**config.mk**
```make
export PLATFORM = sky130hd
export DESIGN_NAME = rv32i_id_pipe_stage
export DESIGN_NICKNAME = d
export VERILOG_FILES = /design/src/rtl/rv32i_core_pkg.sv /design/src/rtl/rv32i_decoder.sv /design/src/rtl/rv32i_imm_gen.sv /design/src/rtl/rv32i_operand_fwd.sv /design/src/rtl/rv32i_id_pipe_stage.sv
export SDC_FILE = /design/constraint.sdc
export NUM_CORES = 1
export LEC_CHECK = 0
export ABC_CLOCK_PERIOD_IN_PS = 6000
export CAP_MARGIN = 20
export CELL_PAD_IN_SITES_DETAIL_PLACEMENT = 0
export CELL_PAD_IN_SITES_GLOBAL_PLACEMENT = 1
export CORE_MARGIN = 3
export CORE_UTILIZATION = 34
export DETAILED_ROUTE_END_ITERATION = 16
export PLACE_DENSITY_LB_ADDON = 0.25
export SLEW_MARGIN = 20
export SYNTH_ARGS = -nofsm -noshare
export SYNTH_HDL_FRONTEND = slang
export SYNTH_SLANG_ARGS = --single-unit
```
**constraint.sdc**
```tcl
create_clock -name clk_i -period 6 [get_ports clk_i]
set_input_delay 1.2 -clock clk_i [delete_from_list [all_inputs] [get_ports clk_i]]
set_output_delay 1.2 -clock clk_i [all_outputs]
set_load 0.05 [all_outputs]
```
**src/rtl/rv32i_core_pkg.sv**
```systemverilog
// Shared RV32I core types: opcodes, decode control, stage payloads and
// forwarding sources.
package rv32i_core_pkg;

  localparam int MAX_FWD = 4;

  localparam logic [6:0] OPC_LOAD     = 7'h03;
  localparam logic [6:0] OPC_MISC_MEM = 7'h0F;
  localparam logic [6:0] OPC_OP_IMM   = 7'h13;
  localparam logic [6:0] OPC_AUIPC    = 7'h17;
  localparam logic [6:0] OPC_STORE    = 7'h23;
  localparam logic [6:0] OPC_OP       = 7'h33;
  localparam logic [6:0] OPC_LUI      = 7'h37;
  localparam logic [6:0] OPC_BRANCH   = 7'h63;
  localparam logic [6:0] OPC_JALR     = 7'h67;
  localparam logic [6:0] OPC_JAL      = 7'h6F;

  localparam logic [3:0] EXC_CAUSE_ILLEGAL = 4'd2;

  typedef enum logic [3:0] {
    ALU_ADD, ALU_SUB, ALU_SLL, ALU_SLT, ALU_SLTU,
    ALU_XOR, ALU_SRL, ALU_SRA, ALU_OR, ALU_AND
  } alu_op_t;

  typedef enum logic [1:0] {OPA_RS1, OPA_PC, OPA_ZERO} op_a_sel_t;
  typedef enum logic       {OPB_RS2, OPB_IMM} op_b_sel_t;

  typedef struct packed {
    logic [31:0] pc;
    logic [31:0] instr;
  } if_id_payload_t;

  typedef struct packed {
    logic        valid;
    logic [4:0]  rd;
    logic [31:0] data;
  } fwd_src_t;

  typedef struct packed {
    logic       illegal;
    logic [3:0] cause;
  } id_ex_exc_t;

  typedef struct packed {
    alu_op_t    alu_op;
    op_a_sel_t  op_a_sel;
    op_b_sel_t  op_b_sel;
    logic [2:0] funct3;
    logic       reg_write;
    logic       mem_read;
    logic       mem_write;
    logic       branch;
    logic       jump;
    logic       jalr;
  } ctrl_t;

  typedef struct packed {
    logic [31:0] pc;
    logic [31:0] pc_plus4;
    logic [31:0] instr;
    logic [31:0] imm;
    logic [31:0] rs1_data;
    logic [31:0] rs2_data;
    logic [4:0]  rs1_addr;
    logic [4:0]  rs2_addr;
    logic [4:0]  rd_addr;
    alu_op_t     alu_op;
    op_a_sel_t   op_a_sel;
    op_b_sel_t   op_b_sel;
    logic [2:0]  funct3;
    logic        reg_write;
    logic        mem_read;
    logic        mem_write;
    logic        branch;
    logic        jump;
    logic        jalr;
  } id_ex_payload_t;

  function automatic alu_op_t alu_op_from(input logic [2:0] funct3, input logic alt);
    case (funct3)
      3'b000:  return alt ? ALU_SUB : ALU_ADD;
      3'b001:  return ALU_SLL;
      3'b010:  return ALU_SLT;
      3'b011:  return ALU_SLTU;
      3'b100:  return ALU_XOR;
      3'b101:  return alt ? ALU_SRA : ALU_SRL;
      3'b110:  return ALU_OR;
      default: return ALU_AND;
    endcase
  endfunction

endpackage

```
**src/rtl/rv32i_decoder.sv**
```systemverilog
// RV32I control decoder: control fields, illegal detection and which source
// registers the instruction actually reads.
module rv32i_decoder
  import rv32i_core_pkg::*;
(
  input  logic [6:0] opcode_i,
  input  logic [2:0] funct3_i,
  input  logic [6:0] funct7_i,
  output ctrl_t      ctrl_o,
  output logic       illegal_o,
  output logic       rs1_used_o,
  output logic       rs2_used_o
);

  ctrl_t ctrl;
  logic  illegal;

  always_comb begin
    ctrl        = '0;
    ctrl.funct3 = funct3_i;
    illegal     = 1'b0;
    case (opcode_i)
      OPC_LUI: begin
        ctrl.op_a_sel  = OPA_ZERO;
        ctrl.op_b_sel  = OPB_IMM;
        ctrl.reg_write = 1'b1;
      end
      OPC_AUIPC, OPC_JAL: begin
        ctrl.op_a_sel  = OPA_PC;
        ctrl.op_b_sel  = OPB_IMM;
        ctrl.reg_write = 1'b1;
        ctrl.jump      = (opcode_i == OPC_JAL);
      end
      OPC_JALR: begin
        ctrl.op_b_sel  = OPB_IMM;
        ctrl.reg_write = 1'b1;
        ctrl.jump      = 1'b1;
        ctrl.jalr      = 1'b1;
        illegal        = (funct3_i != 3'b000);
      end
      OPC_BRANCH: begin
        ctrl.branch = 1'b1;
        illegal     = (funct3_i[2:1] == 2'b01);
      end
      OPC_LOAD: begin
        ctrl.op_b_sel  = OPB_IMM;
        ctrl.mem_read  = 1'b1;
        ctrl.reg_write = 1'b1;
        illegal        = (funct3_i == 3'b011) || (funct3_i[2:1] == 2'b11);
      end
      OPC_STORE: begin
        ctrl.op_b_sel  = OPB_IMM;
        ctrl.mem_write = 1'b1;
        illegal        = (funct3_i[2] || funct3_i == 3'b011);
      end
      OPC_OP_IMM: begin
        ctrl.op_b_sel  = OPB_IMM;
        ctrl.reg_write = 1'b1;
        ctrl.alu_op    = alu_op_from(funct3_i, funct7_i[5] && funct3_i == 3'b101);
        // Shift immediates reuse funct7; only SRAI may set bit 5.
        if (funct3_i == 3'b001)
          illegal = (funct7_i != 7'h00);
        else if (funct3_i == 3'b101)
          illegal = ((funct7_i & 7'b1011111) != 7'h00);
      end
      OPC_OP: begin
        ctrl.reg_write = 1'b1;
        ctrl.alu_op    = alu_op_from(funct3_i, funct7_i[5]);
        illegal        = (funct7_i != 7'h00) &&
                         !(funct7_i == 7'h20 && (funct3_i == 3'b000 || funct3_i == 3'b101));
      end
      OPC_MISC_MEM: begin
        ctrl.op_a_sel = OPA_ZERO;
        ctrl.op_b_sel = OPB_IMM;
      end
      default: illegal = 1'b1;
    endcase
    if (illegal) begin
      ctrl.reg_write = 1'b0;
      ctrl.mem_read  = 1'b0;
      ctrl.mem_write = 1'b0;
      ctrl.branch    = 1'b0;
      ctrl.jump      = 1'b0;
      ctrl.jalr      = 1'b0;
    end
  end

  assign ctrl_o     = ctrl;
  assign illegal_o  = illegal;
  assign rs1_used_o = !illegal && (ctrl.op_a_sel == OPA_RS1);
  assign rs2_used_o = !illegal && (ctrl.op_b_sel == OPB_RS2 || ctrl.branch || ctrl.mem_write);

endmodule

```
**src/rtl/rv32i_imm_gen.sv**
```systemverilog
// RV32I immediate extraction, selected by opcode; unknown opcodes give 0.
module rv32i_imm_gen
  import rv32i_core_pkg::*;
(
  input  logic [31:0] instr_i,
  output logic [31:0] imm_o
);

  always_comb begin
    imm_o = '0;
    case (instr_i[6:0])
      OPC_OP_IMM, OPC_LOAD, OPC_JALR:
        imm_o = {{20{instr_i[31]}}, instr_i[31:20]};
      OPC_STORE:
        imm_o = {{20{instr_i[31]}}, instr_i[31:25], instr_i[11:7]};
      OPC_BRANCH:
        imm_o = {{19{instr_i[31]}}, instr_i[31], instr_i[7], instr_i[30:25], instr_i[11:8], 1'b0};
      OPC_LUI, OPC_AUIPC:
        imm_o = {instr_i[31:12], 12'h000};
      OPC_JAL:
        imm_o = {{11{instr_i[31]}}, instr_i[31], instr_i[19:12], instr_i[20], instr_i[30:21], 1'b0};
      default: imm_o = '0;
    endcase
  end

endmodule

```
**src/rtl/rv32i_operand_fwd.sv**
```systemverilog
// Priority forwarding mux for one source operand; index 0 is the youngest
// producer and wins, x0 always reads zero.
module rv32i_operand_fwd
  import rv32i_core_pkg::*;
#(
  parameter int NUM_FWD = 2
) (
  input  logic [4:0]               addr_i,
  input  logic [31:0]              rf_data_i,
  input  fwd_src_t [NUM_FWD-1:0]   src_i,
  output logic [31:0]              data_o
);

  fwd_src_t [MAX_FWD-1:0] src_pad;

  for (genvar gi = 0; gi < MAX_FWD; gi++) begin : g_pad
    if (gi < NUM_FWD) begin : g_used
      assign src_pad[gi] = src_i[gi];
    end else begin : g_empty
      assign src_pad[gi] = '0;
    end
  end

  always_comb begin
    data_o = rf_data_i;
    // Walk from oldest to youngest so the lowest matching index is applied last.
    for (int i = MAX_FWD - 1; i >= 0; i--) begin
      if (src_pad[i].valid && src_pad[i].rd == addr_i)
        data_o = src_pad[i].data;
    end
    if (addr_i == 5'd0)
      data_o = '0;
  end

endmodule

```
**src/rtl/rv32i_id_pipe_stage.sv**
```systemverilog
// RV32I decode stage with operand forwarding, load-use interlock, flush and
// an ID/EX register behind a valid/ready handshake.
module rv32i_id_pipe_stage
  import rv32i_core_pkg::*;
#(
  parameter int NUM_FWD        = 2,
  parameter bit LOAD_USE_STALL = 1'b1,
  parameter bit ILLEGAL_PASS   = 1'b1
) (
  input  logic                      clk_i,
  input  logic                      rst_ni,
  input  logic                      if_valid_i,
  output logic                      if_ready_o,
  input  if_id_payload_t            if_payload_i,
  input  logic                      flush_i,
  output logic [4:0]                rf_rs1_addr_o,
  output logic [4:0]                rf_rs2_addr_o,
  input  logic [31:0]               rf_rs1_data_i,
  input  logic [31:0]               rf_rs2_data_i,
  input  logic [NUM_FWD-1:0]        fwd_valid_i,
  input  logic [NUM_FWD-1:0][4:0]   fwd_rd_i,
  input  logic [NUM_FWD-1:0][31:0]  fwd_data_i,
  output logic                      ex_valid_o,
  input  logic                      ex_ready_i,
  output id_ex_payload_t            ex_payload_o,
  output logic                      ex_illegal_o,
  output logic                      hazard_stall_o
);

  logic [31:0] instr;
  logic [4:0]  rs1_addr, rs2_addr;
  ctrl_t       ctrl;
  logic        illegal, rs1_used, rs2_used;
  logic [31:0] imm, rs1_data, rs2_data;
  fwd_src_t [NUM_FWD-1:0] fwd_src;

  assign instr    = if_payload_i.instr;
  assign rs1_addr = instr[19:15];
  assign rs2_addr = instr[24:20];
  assign rf_rs1_addr_o = rs1_addr;
  assign rf_rs2_addr_o = rs2_addr;

  for (genvar gi = 0; gi < NUM_FWD; gi++) begin : g_fwd
    assign fwd_src[gi] = '{valid: fwd_valid_i[gi], rd: fwd_rd_i[gi], data: fwd_data_i[gi]};
  end

  rv32i_decoder u_decoder (
    .opcode_i   (instr[6:0]),
    .funct3_i   (instr[14:12]),
    .funct7_i   (instr[31:25]),
    .ctrl_o     (ctrl),
    .illegal_o  (illegal),
    .rs1_used_o (rs1_used),
    .rs2_used_o (rs2_used)
  );

  rv32i_imm_gen u_imm_gen (
    .instr_i (instr),
    .imm_o   (imm)
  );

  rv32i_operand_fwd #(.NUM_FWD(NUM_FWD)) u_fwd_rs1 (
    .addr_i    (rs1_addr),
    .rf_data_i (rf_rs1_data_i),
    .src_i     (fwd_src),
    .data_o    (rs1_data)
  );

  rv32i_operand_fwd #(.NUM_FWD(NUM_FWD)) u_fwd_rs2 (
    .addr_i    (rs2_addr),
    .rf_data_i (rf_rs2_data_i),
    .src_i     (fwd_src),
    .data_o    (rs2_data)
  );

  logic           ex_valid_q, ex_valid_d;
  id_ex_payload_t payload_q, payload_d;
  id_ex_exc_t     exc_q, exc_d;
  id_ex_payload_t decoded;
  logic           load_en, hazard, issue_valid;

  always_comb begin
    decoded           = '0;
    decoded.pc        = if_payload_i.pc;
    decoded.pc_plus4  = if_payload_i.pc + 32'd4;
    decoded.instr     = instr;
    decoded.imm       = imm;
    decoded.rs1_data  = rs1_data;
    decoded.rs2_data  = rs2_data;
    decoded.rs1_addr  = rs1_addr;
    decoded.rs2_addr  = rs2_addr;
    decoded.rd_addr   = instr[11:7];
    decoded.alu_op    = ctrl.alu_op;
    decoded.op_a_sel  = ctrl.op_a_sel;
    decoded.op_b_sel  = ctrl.op_b_sel;
    decoded.funct3    = ctrl.funct3;
    decoded.reg_write = ctrl.reg_write;
    decoded.mem_read  = ctrl.mem_read;
    decoded.mem_write = ctrl.mem_write;
    decoded.branch    = ctrl.branch;
    decoded.jump      = ctrl.jump;
    decoded.jalr      = ctrl.jalr;
  end

  assign load_en = !ex_valid_q || ex_ready_i;

  // A pending flush kills the consumer anyway, so it never needs a bubble.
  assign hazard = LOAD_USE_STALL && !flush_i && if_valid_i && ex_valid_q &&
                  payload_q.mem_read && (payload_q.rd_addr != 5'd0) &&
                  ((rs1_used && rs1_addr == payload_q.rd_addr) ||
                   (rs2_used && rs2_addr == payload_q.rd_addr));

  assign issue_valid = if_valid_i && (!illegal || ILLEGAL_PASS);

  always_comb begin
    ex_valid_d = ex_valid_q;
    payload_d  = payload_q;
    exc_d      = exc_q;
    if (flush_i || (load_en && hazard)) begin
      ex_valid_d = 1'b0;
      payload_d  = '0;
      exc_d      = '0;
    end else if (load_en) begin
      ex_valid_d    = issue_valid;
      payload_d     = issue_valid ? decoded : '0;
      exc_d.illegal = issue_valid && illegal;
      exc_d.cause   = (issue_valid && illegal) ? EXC_CAUSE_ILLEGAL : 4'd0;
    end
  end

  always_ff @(posedge clk_i or negedge rst_ni) begin
    if (!rst_ni) begin
      ex_valid_q <= 1'b0;
      payload_q  <= '0;
      exc_q      <= '0;
    end else begin
      ex_valid_q <= ex_valid_d;
      payload_q  <= payload_d;
      exc_q      <= exc_d;
    end
  end

  assign if_ready_o     = flush_i || (load_en && !hazard);
  assign hazard_stall_o = hazard;
  assign ex_valid_o     = ex_valid_q;
  assign ex_payload_o   = payload_q;
  // The cause field is spare today; qualifying on it keeps later causes from aliasing.
  assign ex_illegal_o   = exc_q.illegal && (exc_q.cause == EXC_CAUSE_ILLEGAL);

endmodule

```
==> results.yml <==
final_layout:
  layout-drive-gt1-share_pct: 5.39
  finalCoreUtilization_pct: 53.1
  stdcell_count: 1801
  fin_area_um2: 15900
  fill_cells: 2708
  area_delta_synth_final_pct: 52.4
  fin_nets: 1603
sta:
  setup_viol: 0
  maxSlewViolCount: 0
  rsz0062_at_grt: "false"
  max_freq_ghz: 0.188
  final.setup.tns_ns: 0
  skew_ns: 0.00780
  hold_viol_final: 0
  timing.slew.headroom_pct: 30.2
  worst_pin_slew_ns: 1.04
  period_share_pct: 88.8
  min_period_ns: 5.33
cts:
  hold_buffers: 0
  path_clk_slew_ns: 0.06
  cts_resized: 0
  cts_tree: "done"
  clk_path_buf_depth: 3
  cts_root_buf: "clkbuf_16"
  cts.sinks: 205
  clock_latency_ns: 0.51
  htreeDepth: 1
  postCtsSetupRepairBufs: 0
  cts_buffers: 24
routing:
  vias_per_cell: 5.25
  drt_wl_total_mm: 38.6
  drc: 0
  wl_per_cell_um: 21.4
  via_count: 9449
  drtPass1Iterations: 5
  drtIter0Drc: 520
  ant_nets: 0
die:
  die_y_um: 181
  num_rows: 63
  initial_utilization_pct: 34.9
  ioPinCount: 446
  die_width_um: 181
  core_um2: 30000
  die_area_um2: 32800
yosys:
  async_reset_ff_share_pct: 100
  synth-main-ff-cell: "dfrtp_1"
  synth.avg_cell_area_um2: 10.3
  synth_area_leaders: "dfrtp_1 49%, a22o_1 13%, mux2i_1 6.1%, o21ai_0 5.2%, nand2_1 4.5%"
  ys_seq_elements: 205
  yosysTopAreaCell: "dfrtp_1"
  yosysWarningCount: 0
  synth_edf_count: 0
  synth_top_area_share_pct: 49.1
  ys_types: 60
  syn_inst: 1018
  synth_area_um2: 10400
  synth_nets: 1228
  seq_area_frac_synth_pct: 49.1
grt:
  antenna_found_initial: 1
  first_global_vias: 9562
  grt_max_degree: 107
  grt_pass1_wl_mm: 59.2
  grt_overflow: 0
  grtUsageTotal_pct: 22.6
critical_path:
  worst-setup-path-type: "input pin to output pin"
  worstPathRequired_ns: 4.80
  path_cells: "clkdlybuf4s50_1 > or4b_1 > o2111a_1 > o221a_1 > nor4_4 > buf_4 > and2_0 > o21bai_1 > buf_4"
  cp-start-kind: "input pin"
  crit_buf_inv: 3
  crit_path_frequent_cell: "buf_4"
  critPathTopFamily: "simple AND/OR/NAND/NOR gates"
  slowest_stage: "clkdlybuf4s50_1"
  critPathCaptureType: "output pin"
  cp_max_fo: 14
  slowest_delay_ns: 0.62
  arrival_ns: 4.13
placed_design:
  place_inst: 1757
  numPortBuffers: 445
  dp_hpwl_mm: 28.2
  placed_area_um2: 15000
  gp_congestion: 0.865
min_path:
  min_path_type: "register to register"
power_and_ir_drop:
  vdd_drop_max_mv: 0.229
  power_leakage_nw: 6.39
  pwr_density_cell_nw_per_um2: 243
job:
  drv_cap: 0
outcome:
  status: "complete, no violations"
-- worst min-delay path, delay by kind of cell (launching register included) --
family	cells	cell delay (ns)
DFF	1	0.34
AOI/OAI and AO/OA	1	0.06
and+or+nand+nor	1	0.04
-- cells by family (layout without fill, tap and decap cells) --
family	after synthesis	in the layout	share of synthesized area, %
compound gates	337	337	23.1
simple gates	232	232	10.6
flops	205	205	49.1
buf+inv	122	514	6.15
mux	64	64	6.14
xor+xnor	57	57	4.78
fa+ha+maj	1	1	0.120
other cells	0	1	0
-- metal layers --
layer	vias up	wire, um	track usage [%]
met2	387	18300	37.4
met4	0	781	5.03
met1	4574	16300	29.5
li1	4433	-	-
met3	55	3240	6.48
met5	-	0	0
-- synth_stat cells (all sizes together), types with 3 or more instances --
master,number
a32o,6
clkbuf,70
nand4,16
nor4,6
a22o,160
buf,47
nand2b,7
mux2i,64
a21oi,33
o21ai,109
or4,3
nor2,21
xnor2,36
and3,8
nor3,6
nand2,125
dfrtp,205
xor2,21
nor2b,7
nand3,13
a22oi,5
o31ai,3
inv,5
and2,7
-- layout by cell type, fill, tap and decap left out, drive strengths merged, types with 5 or more instances in the layout --
master / Yosys / final
buf: 47 / 24
nor2: 21 / 21
xor2: 21 / 21
a22o: 160 / 160
nand3: 13 / 13
a32o: 6 / 6
clkbuf: 70 / 33
a21oi: 33 / 33
nand4: 16 / 16
inv: 5 / 5
mux2i: 64 / 64
nor3: 6 / 6
nand2b: 7 / 7
xnor2: 36 / 36
dfrtp: 205 / 205
and3: 8 / 8
and2: 7 / 7
nand2: 125 / 125
a22oi: 5 / 5
o21ai: 109 / 109
nor2b: 7 / 7
nor4: 6 / 6
clkdlybuf4s50: 0 / 442
-- report_power, final --
group,total [W],switching (W),leakage (nW),internal [W]
registers,0.00147,0.0000375,2.79,0.00143
clock network,0.00160,0.000605,0.420,0.000995
logic,0.000788,0.000469,3.19,0.000319
total,0.00386,0.00111,6.39,0.00275
-- worst paths after layout --
check	cells after the start	slack (ns)	from	end
min in group asynchronous	1	0.69	rst_ni	ex_valid_o$_DFFE_PN0P_
setup reg to reg	7	3.31	ex_payload_o[134]$_DFFE_PN0P_	ex_payload_o[115]$_DFFE_PN0P_
hold reg to reg	2	0.48	ex_payload_o[15]$_DFFE_PN0P_	ex_payload_o[15]$_DFFE_PN0P_
max in group asynchronous	2	4.25	rst_ni	ex_payload_o[32]$_DFFE_PN0P_
setup / recovery	9	0.67	if_payload_i[13]	if_ready_o
hold / removal	2	0.48	ex_payload_o[15]$_DFFE_PN0P_	ex_payload_o[15]$_DFFE_PN0P_
-- metrics by stage --
stage               hold slack (ns)  setup slack (ns)  power (W)
floorplan                     0.758             0.931    0.00191
global placement              0.461             0.751    0.00229
detailed placement            0.470             0.713    0.00229
CTS                           0.484             0.704    0.00390
global route                  0.505             0.543    0.00401
finish                        0.478             0.674    0.00386
-- cell type report --
| type | instances | area, um2 | area share, % |
|---|---|---|---|
| Antenna cell | 1 | 2.50 | 0.0157 |
| Clock buffer | 33 | 706 | 4.43 |
| Clock inverter | 10 | 163 | 1.02 |
| Inverter | 5 | 18.8 | 0.118 |
| Multi-Input combinational cell | 691 | 4730 | 29.7 |
| Sequential cell | 205 | 5130 | 32.2 |
| Tap cell | 390 | 488 | 3.07 |
| Timing Repair Buffer | 466 | 4670 | 29.4 |
-- state kept, by name, indices dropped and copies added, names as in the netlist --
register      cells
ex_payload_o    203
ex_valid_o        1
exc_q             1
No activity file was read; power rests on OpenSTA's default activity.
